`config.mk`:
```
export PLATFORM = sky130hd
export DESIGN_NAME = bram_stream_reader
export DESIGN_NICKNAME = d
export VERILOG_FILES = /design/src/rtl/bram_reader_pkg.sv /design/src/rtl/bram_rd_skid.sv /design/src/rtl/bram_stream_reader.sv
export SDC_FILE = /design/constraint.sdc
export NUM_CORES = 1
export LEC_CHECK = 0
export BUFFER_PORTS_ARGS = -buffer_cell sky130_fd_sc_hd__buf_2
export CORE_MARGIN = 4
export CORE_UTILIZATION = 50
export CTS_BUF_LIST = sky130_fd_sc_hd__clkbuf_8 sky130_fd_sc_hd__clkbuf_16
export CTS_CLUSTER_SIZE = 40
export DETAILED_ROUTE_END_ITERATION = 7
export GPL_TIMING_DRIVEN = 0
export HOLD_SLACK_MARGIN = 0.02
export PLACE_DENSITY = 0.75
export RECOVER_POWER = 50
export SYNTH_ARGS = -nofsm -noshare
export SYNTH_HDL_FRONTEND = slang
export SYNTH_SLANG_ARGS = --single-unit
```
`constraint.sdc`:
```
create_clock -name clk -period 3.85 [get_ports clk]
set_input_delay 0.1925 -clock clk [delete_from_list [all_inputs] [get_ports clk]]
set_output_delay 0.1925 -clock clk [all_outputs]
set_load 0.01 [all_outputs]
```
`src/rtl/bram_reader_pkg.sv`:
```
// Shared constants and state encoding for the BRAM stream reader.
// Optional feature macro: BRAM_READER_LAST_EN (adds m_last on the stream).
package bram_reader_pkg;

    localparam int unsigned DEFAULT_DW = 16;
    localparam int unsigned DEFAULT_AW = 8;
    localparam int unsigned SKID_DEPTH = 2;

    localparam logic [1:0] S_IDLE  = 2'd0;
    localparam logic [1:0] S_RUN   = 2'd1;
    localparam logic [1:0] S_DRAIN = 2'd2;

    typedef enum logic [1:0] {
        StIdle  = S_IDLE,
        StRun   = S_RUN,
        StDrain = S_DRAIN
    } state_e;

endpackage

```
`src/rtl/bram_rd_skid.sv`:
```
// Two-entry FIFO holding RAM read data until the stream consumer takes it.
// With BRAM_READER_LAST_EN the caller widens W to carry the last-beat flag.
module bram_rd_skid
    import bram_reader_pkg::*;
#(
    parameter int unsigned W = DEFAULT_DW
) (
    input  logic         clk,
    input  logic         rst,
    input  logic         push,
    input  logic [W-1:0] push_data,
    input  logic         pop,
    output logic [1:0]   occ,
    output logic [W-1:0] head_data,
    output logic         head_valid
);

    logic [W-1:0] e0_q, e0_d, e1_q, e1_d;
    logic [1:0]   occ_q, occ_d, occ_pop;
    logic         pop_ok;

    assign pop_ok     = pop && (occ_q != 2'd0);
    assign occ        = occ_q;
    assign head_data  = e0_q;
    assign head_valid = (occ_q != 2'd0);

    // Pop first, then push into the slot left free, so push+pop keeps occupancy.
    always_comb begin
        e0_d    = e0_q;
        e1_d    = e1_q;
        occ_pop = occ_q;
        if (pop_ok) begin
            e0_d    = e1_q;
            occ_pop = occ_q - 2'd1;
        end
        occ_d = occ_pop;
        if (push && (occ_pop < 2'(SKID_DEPTH))) begin
            if (occ_pop == 2'd0) begin
                e0_d = push_data;
            end else begin
                e1_d = push_data;
            end
            occ_d = occ_pop + 2'd1;
        end
    end

    always_ff @(posedge clk) begin
        if (rst) begin
            e0_q  <= '0;
            e1_q  <= '0;
            occ_q <= 2'd0;
        end else begin
            e0_q  <= e0_d;
            e1_q  <= e1_d;
            occ_q <= occ_d;
        end
    end

endmodule

```
`src/rtl/bram_stream_reader.sv`:
```
// Burst read sequencer: issues RAM reads and streams the words out with backpressure.
// Optional feature macro: BRAM_READER_LAST_EN (m_last marks the final word of a burst).
module bram_stream_reader
    import bram_reader_pkg::*;
#(
    parameter int unsigned DW = DEFAULT_DW,
    parameter int unsigned AW = DEFAULT_AW
) (
    input  logic          clk,
    input  logic          rst,
    input  logic          start,
    input  logic [AW-1:0] base_addr,
    input  logic [AW-1:0] len,
    output logic          busy,
    output logic          done,
    output logic          re,
    output logic [AW-1:0] raddr,
    input  logic [DW-1:0] rdata,
    output logic          m_valid,
    input  logic          m_ready,
`ifdef BRAM_READER_LAST_EN
    output logic          m_last,
`endif
    output logic [DW-1:0] m_data
);

`ifdef BRAM_READER_LAST_EN
    localparam int unsigned BW = DW + 1;
`else
    localparam int unsigned BW = DW;
`endif

    state_e        state_q, state_d;
    logic [AW-1:0] addr_q, addr_d;
    logic [AW:0]   remaining_q, remaining_d;
    logic          inflight_q;
    logic          done_q, done_d;
    logic [1:0]    occ;
    logic          pop;
    logic          head_valid;
    logic [BW-1:0] push_data, head_data;

    assign pop     = head_valid & m_ready;
    assign m_valid = head_valid;
    assign m_data  = head_data[DW-1:0];
    assign busy    = (state_q != StIdle);
    assign done    = done_q;
    assign raddr   = addr_q;

`ifdef BRAM_READER_LAST_EN
    logic inflight_last_q;
    assign push_data = {inflight_last_q, rdata};
    assign m_last    = head_data[DW];
`else
    assign push_data = rdata;
`endif

    // Only issue when the word is guaranteed a buffer slot, counting a pop this cycle.
    always_comb begin
        re = (state_q == StRun) && (remaining_q != '0) &&
             (({1'b0, occ} + {2'b00, inflight_q}) < (3'd2 + {2'b00, pop}));
    end

    always_comb begin
        state_d     = state_q;
        addr_d      = addr_q;
        remaining_d = remaining_q;
        done_d      = 1'b0;
        case (state_q)
            StIdle: begin
                if (start) begin
                    addr_d      = base_addr;
                    remaining_d = {1'b0, len} + (AW+1)'(1);
                    state_d     = StRun;
                end
            end
            StRun: begin
                if (re) begin
                    addr_d      = addr_q + AW'(1);
                    remaining_d = remaining_q - (AW+1)'(1);
                    if (remaining_q == (AW+1)'(1)) begin
                        state_d = StDrain;
                    end
                end
            end
            StDrain: begin
                if (!inflight_q && ((occ == 2'd0) || ((occ == 2'd1) && pop))) begin
                    state_d = StIdle;
                    done_d  = 1'b1;
                end
            end
            default: state_d = StIdle;
        endcase
    end

    always_ff @(posedge clk) begin
        if (rst) begin
            state_q     <= StIdle;
            addr_q      <= '0;
            remaining_q <= '0;
            inflight_q  <= 1'b0;
            done_q      <= 1'b0;
        end else begin
            state_q     <= state_d;
            addr_q      <= addr_d;
            remaining_q <= remaining_d;
            inflight_q  <= re;
            done_q      <= done_d;
        end
    end

`ifdef BRAM_READER_LAST_EN
    always_ff @(posedge clk) begin
        if (rst) begin
            inflight_last_q <= 1'b0;
        end else begin
            inflight_last_q <= re && (remaining_q == (AW+1)'(1));
        end
    end
`endif

    bram_rd_skid #(
        .W (BW)
    ) u_skid (
        .clk        (clk),
        .rst        (rst),
        .push       (inflight_q),
        .push_data  (push_data),
        .pop        (pop),
        .occ        (occ),
        .head_data  (head_data),
        .head_valid (head_valid)
    );

endmodule

```
==> results_dict.tcl, run 1 <==
set metrics [dict create \
    outcome "finished, final reports clean" \
    ys_seq_area_share_pct 39.84 \
    r2r_slack_ns 0.93 \
    async_flop_share_pct 0 \
    core_area_um2 5238 \
    vias 2563 \
    ctsResizeCount 0 \
    clock_sinks 55 \
    slew_headroom_pct 47.24 \
    pre_cts_slack_ns 1.289 \
    cts_hold_buf 0 \
    wl_met1_um 2957 \
    crit_fanout 10 \
    placed_area_um2 3167 \
    grt_overflow 0 \
    synth_cell_types 42 \
    ys_ff_latch 55 \
    synth_edf_count 0 \
    cts_tree "done" \
    wl_um 6676 \
    cpMostUsedCell "ha_1" \
    antenna_found_initial 0 \
    cts-root-buf "clkbuf_8" \
    drtPass1Iterations 4 \
    critPathKind "reg2reg" \
    critical-path-top-delay-family "buffers and inverters" \
    layout-area-overhead-vs-synth_pct 16.16 \
    cp_num_buf_inv 4 \
    drc 0 \
    met3_length_um 444 \
    fin_crit_ns 2.925 \
    rows 26 \
    insertion_delay_ns 0.30 \
    setup_violations 0 \
    top_level_ports 64 \
    tns_ns 0 \
    place_inst 454 \
    dieHeight_um 82.35 \
    worstHoldEndpoint "u_skid.e1_q[9]" \
    drt-initial-drc-count 85 \
    clockBufferDepth 2 \
    synth_nets 367 \
    grt_first_pass_wirelength_um 10810 \
    grt_max_degree 16 \
    hold_viol 0 \
    fin_area_um2 3211 \
    gp_congestion 0.9523 \
    viasPerCell 5.560 \
    ys.flop_type "dfxtp_1" \
    p_leak_nw 1.303 \
    portBuffers 63 \
    drive_gt1_share_pct 12.02 \
    irDropWorstVdd_mv 0.2476 \
    drv_cap 0 \
    power.density_nw_per_um2 508.8 \
    cts_made_buffers 5 \
    cts_setup_buffers 0 \
    r2r-start "u_skid.occ[0]" \
    required_ns 4.03 \
    dieWidth_um 82.35 \
    hp-start "rdata[9]" \
    synthCells 321 \
    cp.arrival_ns 3.11 \
    grt_use_total_pct 20.29 \
    dieArea_um2 6782 \
    grt_pass1_vias 2393 \
    drv_slew 0 \
    initial_core_util_pct 52.77 \
    skew_ns 0.005569 \
    instances_no_fill 461 \
    ys_warn_count 0 \
    worst_pin_slew_ns 0.7842 \
    ant_nets 0 \
    clkSlewWorstSetupHoldPaths_ns 0.10 \
    fmax_ghz 0.3419 \
    cp-end-kind "flop" \
    worstRegToRegCells 11 \
    fin_crit_sh_pct 75.96 \
    hp-class "in2reg" \
    top_layer "met4" \
    r2r_end "u_skid.e1_q[8]" \
    final_nets 437 \
    path_cells "inv_1 > ha_1 > nand2b_1 > clkbuf_1 > mux2_1 > ha_1 > and3b_1 > buf_2 > buf_6 > mux2i_1 > nor2_1" \
    n_antenna_cell 0 \
    p_total_mw 1.634 \
    h-tree-depth 2 \
    synth.avg_cell_area_um2 8.610 \
    route.met2.wl_um 3158 \
    slowest_delay_ns 0.49 \
    synth_area_um2 2764 \
    setup_slack_ns 0.9255 \
    crit_path_top_delay_cell "clkbuf_1" \
    critPathLaunchType "flop" \
    avgRoutedWirePerCell_um 14.48 \
    min_path_cells 3 \
    rsz0062_at_grt "no" \
    hpwl_um 4924 \
]
-- worst max-delay path by stage --
| stage | start | to | depth (start not counted) |
|---|---|---|---|
| CTS | u_skid.occ[0] | u_skid.e1_q[8] | 11 |
| global placement | u_skid.occ[0] | u_skid.e1_q[13] | 11 |
| detailed placement | u_skid.occ[0] | u_skid.e1_q[8] | 11 |
| global route | u_skid.occ[0] | u_skid.e1_q[10] | 11 |
| floorplan | u_skid.occ[0] | u_skid.e1_q[6] | 11 |
| finish | u_skid.occ[0] | u_skid.e1_q[8] | 11 |
-- synthesized netlist by cell type (2+ instances only) --
cell type | number | area [um2]
nand2b_1 | 7 | 43.79
ha_1 | 10 | 125.1
nand4_1 | 2 | 12.51
o211ai_1 | 2 | 15.01
a211oi_1 | 18 | 135.1
dfxtp_1 | 55 | 1101
buf_2 | 6 | 30.03
mux2i_1 | 32 | 320.3
nor2_1 | 48 | 180.2
a21oi_1 | 27 | 135.1
o32ai_1 | 5 | 43.79
nor3_1 | 10 | 50.05
o21ai_0 | 13 | 65.06
xor2_1 | 3 | 26.28
nand3b_1 | 3 | 22.52
inv_1 | 7 | 26.28
nand2_1 | 16 | 60.06
nor2b_1 | 2 | 12.51
nand3_1 | 11 | 55.05
nor4_1 | 2 | 12.51
clkbuf_1 | 13 | 48.80
a211o_1 | 3 | 26.28
and3_1 | 2 | 12.51
xnor2_1 | 6 | 52.55
-- final cells by class --
| cell class | count | area (um2) |
|---|---|---|
| fillers | 505 | 2027 |
| multi-input cells | 238 | 1539 |
| flip-flops and latches | 55 | 1101 |
| repair buffers | 63 | 280.3 |
| plain buffers | 21 | 88.84 |
| well taps | 70 | 87.58 |
| clock buffers | 6 | 82.58 |
| inverters | 7 | 26.28 |
| clock inverters | 1 | 5.005 |
-- stage by stage --
step	hold WS, ns	util [%]
2_1_floorplan	0.3396	-
3_3_place_gp	0.4510	60.46
3_5_place_dp	0.4566	60.46
4_1_cts	0.1365	62.14
5_1_grt	0.1340	61.30
6_report	0.1363	61.30
-- registers in the layout (all words and copies together) (netlist names) --
name              flops
u_skid.e1_q          16
u_skid.occ            2
remaining_q           9
done                  1
inflight_q            1
raddr                 8
state_q               2
u_skid.head_data     16
-- routing by layer --
metal  track usage [%]  up-vias
li1                  -     1282
met2             34.86       79
met3             3.796       13
met4             8.140        0
met1             24.82     1189
met5                 0        -
-- power breakdown --
| group | internal [mW] | switching, mW | leakage, nW |
|---|---|---|---|
| registers | 0.655 | 0.0657 | 0.448 |
| logic | 0.247 | 0.345 | 0.808 |
| clock network | 0.142 | 0.180 | 0.0470 |
| total | 1.04 | 0.590 | 1.30 |
-- cell usage in the layout, fill, tap and decap left out, types with 2 or more instances in the layout --
cell,n
nand3b_1,3
nor4_1,2
and3_1,2
mux2i_1,32
a211oi_1,18
ha_1,10
xor2_1,3
buf_2,37
o21ai_0,13
nand2_1,16
nor3_1,10
o211ai_1,2
nand2b_1,7
dfxtp_1,55
clkbuf_1,46
nor2_1,48
nand3_1,11
a211o_1,3
clkbuf_8,6
a21oi_1,27
nand4_1,2
xnor2_1,6
nor2b_1,2
inv_1,7
o32ai_1,5
-- cell families after synthesis --
logic type	share of synthesized area, %
simple gates	20.01
compound gates	16.30
flops	39.84
mux	12.00
buf+inv	4.482
fa+ha+maj	4.527
xor+xnor	2.852
-- tightest hold or removal path: stages --
cell and delay, ns:
buf_2 0.09, mux2i_1 0.06, nor2_1 0.07
Note: power is estimated with default switching activity, not from simulation.
==> inputs of run 2 (changes only) <==
Clock period 3.85 ns to 2.9 ns, I/O delays scaled along.
==> run 2 against run 1 <==
  * Maximum frequency grew 14%
  * Via count grew 0.23%
  * Power grew 33%
  * Combinational power grew 34%
  * Clock-buffer cell count is the same
  * Clock skew is essentially flat
  * Die area is the same
  * Worst setup slack lost 0.59 ns
  * Critical endpoint unchanged
  * Largest power group unchanged
==> results_dict.tcl, run 2 (same netlist as run 1, synthesis figures left out) <==
set metrics [dict create \
    power.density_nw_per_um2 675.2 \
    dieHeight_um 82.35 \
    avgRoutedWirePerCell_um 14.41 \
    whs_ns 0.08873 \
    cts_hold_buf 0 \
    drtPass1Iterations 4 \
    hold_viol 0 \
    clockBufferDepth 2 \
    antenna_found_initial 0 \
    wl_um 6645 \
    dieArea_um2 6782 \
    cp.arrival_ns 2.75 \
    skew_ns 0.005815 \
    grt_overflow 0 \
    hpwl_um 4924 \
    final_common_cell "dfxtp_1" \
    grt_pass1_vias 2393 \
    rows 26 \
    pre_cts_slack_ns 0.3385 \
    cts_made_buffers 5 \
    mostFrequentLayoutCells "dfxtp_1, nor2_1, clkbuf_1" \
    wl_met1_um 2918 \
    clkSlewWorstSetupHoldPaths_ns 0.10 \
    gp_congestion 0.9523 \
    core_area_um2 5238 \
    hp-class "in2reg" \
    r2r-start "u_skid.occ[0]" \
    final_nets 437 \
    rsz0062_at_grt "no" \
    worst_pin_slew_ns 0.7638 \
    vias 2569 \
    top_layer "met4" \
    ant_nets 0 \
    cp-startpoint "u_skid.occ[0]" \
    setup_violations 0 \
    met3_length_um 440 \
    portBuffers 63 \
    cp-end-kind "flop" \
    drv_cap 0 \
    ctsResizeCount 0 \
    drt-initial-drc-count 83 \
    setup_slack_ns 0.3320 \
    worstRegToRegCells 11 \
    grt_first_pass_wirelength_um 10810 \
    min_path_cells 3 \
    grt_max_degree 16 \
    fmax_ghz 0.3894 \
    critPathKind "reg2reg" \
    fin_crit_sh_pct 88.55 \
    fin_crit_ns 2.568 \
    critPathLaunchType "flop" \
    viasPerCell 5.573 \
    route.met2.wl_um 3180 \
    h-tree-depth 2 \
    clock_sinks 55 \
    cts-root-buf "clkbuf_8" \
    tns_ns 0 \
    required_ns 3.08 \
    crit_end "u_skid.e1_q[8]" \
    drive_gt1_share_pct 12.53 \
    slew_headroom_pct 48.61 \
    irDropWorstVdd_mv 0.3272 \
    r2r_end "u_skid.e1_q[8]" \
    cts_setup_buffers 0 \
    drv_slew 0 \
    initial_core_util_pct 52.77 \
    cts_tree "done" \
    insertion_delay_ns 0.30 \
    n_antenna_cell 0 \
    grt_use_total_pct 20.29 \
    layout-area-overhead-vs-synth_pct 16.30 \
    p_leak_nw 1.307 \
    dieWidth_um 82.35 \
    drc 0 \
    crit_fanout 10 \
    top_level_ports 64 \
    r2r_slack_ns 0.33 \
    outcome "finished, final reports clean" \
]
[run 2: changes by cell type in the layout (fill, tap and decap cells not counted), sizes merged]
cell    previous run  this run
buf               38        39
clkbuf            52        51
[run 2: how the worst min path moves through the flow]
| stage | startpoint | end |
|---|---|---|
| finish | rdata[9] | u_skid.e1_q[9] |
| global route | rdata[3] | u_skid.e1_q[3] |
| CTS | rdata[3] | u_skid.e1_q[3] |
| detailed placement | rdata[9] | u_skid.e1_q[9] |
| global placement | rdata[9] | u_skid.e1_q[9] |
| floorplan | rdata[0] | u_skid.e1_q[0] |
[run 2: area by class of cell]
| cell class | instances | area [um2] |
|---|---|---|
| Fill cell | 505 | 2023 |
| Multi-Input combinational cell | 238 | 1539 |
| Timing Repair Buffer | 63 | 280.3 |
| Clock inverter | 1 | 5.005 |
| Inverter | 7 | 26.28 |
| Buffer | 21 | 92.59 |
| Tap cell | 70 | 87.58 |
| Clock buffer | 6 | 82.58 |
| Sequential cell | 55 | 1101 |
[run 2: metrics by stage]
step / total power, mW / area (um2) / utilization, % / cells
floorplan: 1.536 / 2764 / - / 321
global placement: 1.758 / 3167 / 60.46 / 454
detailed placement: 1.781 / 3167 / 60.46 / 454
CTS: 2.203 / 3254 / 62.14 / 461
global route: 2.335 / 3214 / 61.37 / 461
finish: 2.170 / 3214 / 61.37 / 461
[run 2: layer usage]
metal | vias up | global-route usage [%]
met3 | 10 | 3.796
met1 | 1193 | 24.82
met4 | 0 | 8.140
li1 | 1283 | -
met2 | 83 | 34.86
met5 | - | 0
[run 2: power breakdown]
| part | switching, mW | internal [mW] |
|---|---|---|
| clock network | 0.237 | 0.188 |
| logic | 0.456 | 0.333 |
| registers | 0.0869 | 0.870 |
| total | 0.780 | 1.39 |
[run 2: worst max-delay path, cell delays in order, from the launching register on]
cell,delay [ns]
dfxtp_1,0.34
inv_1,0.09
ha_1,0.21
nand2b_1,0.12
buf_4,0.19
mux2_2,0.40
ha_1,0.20
and3b_1,0.20
buf_2,0.24
buf_6,0.21
mux2i_1,0.20
nor2_1,0.06
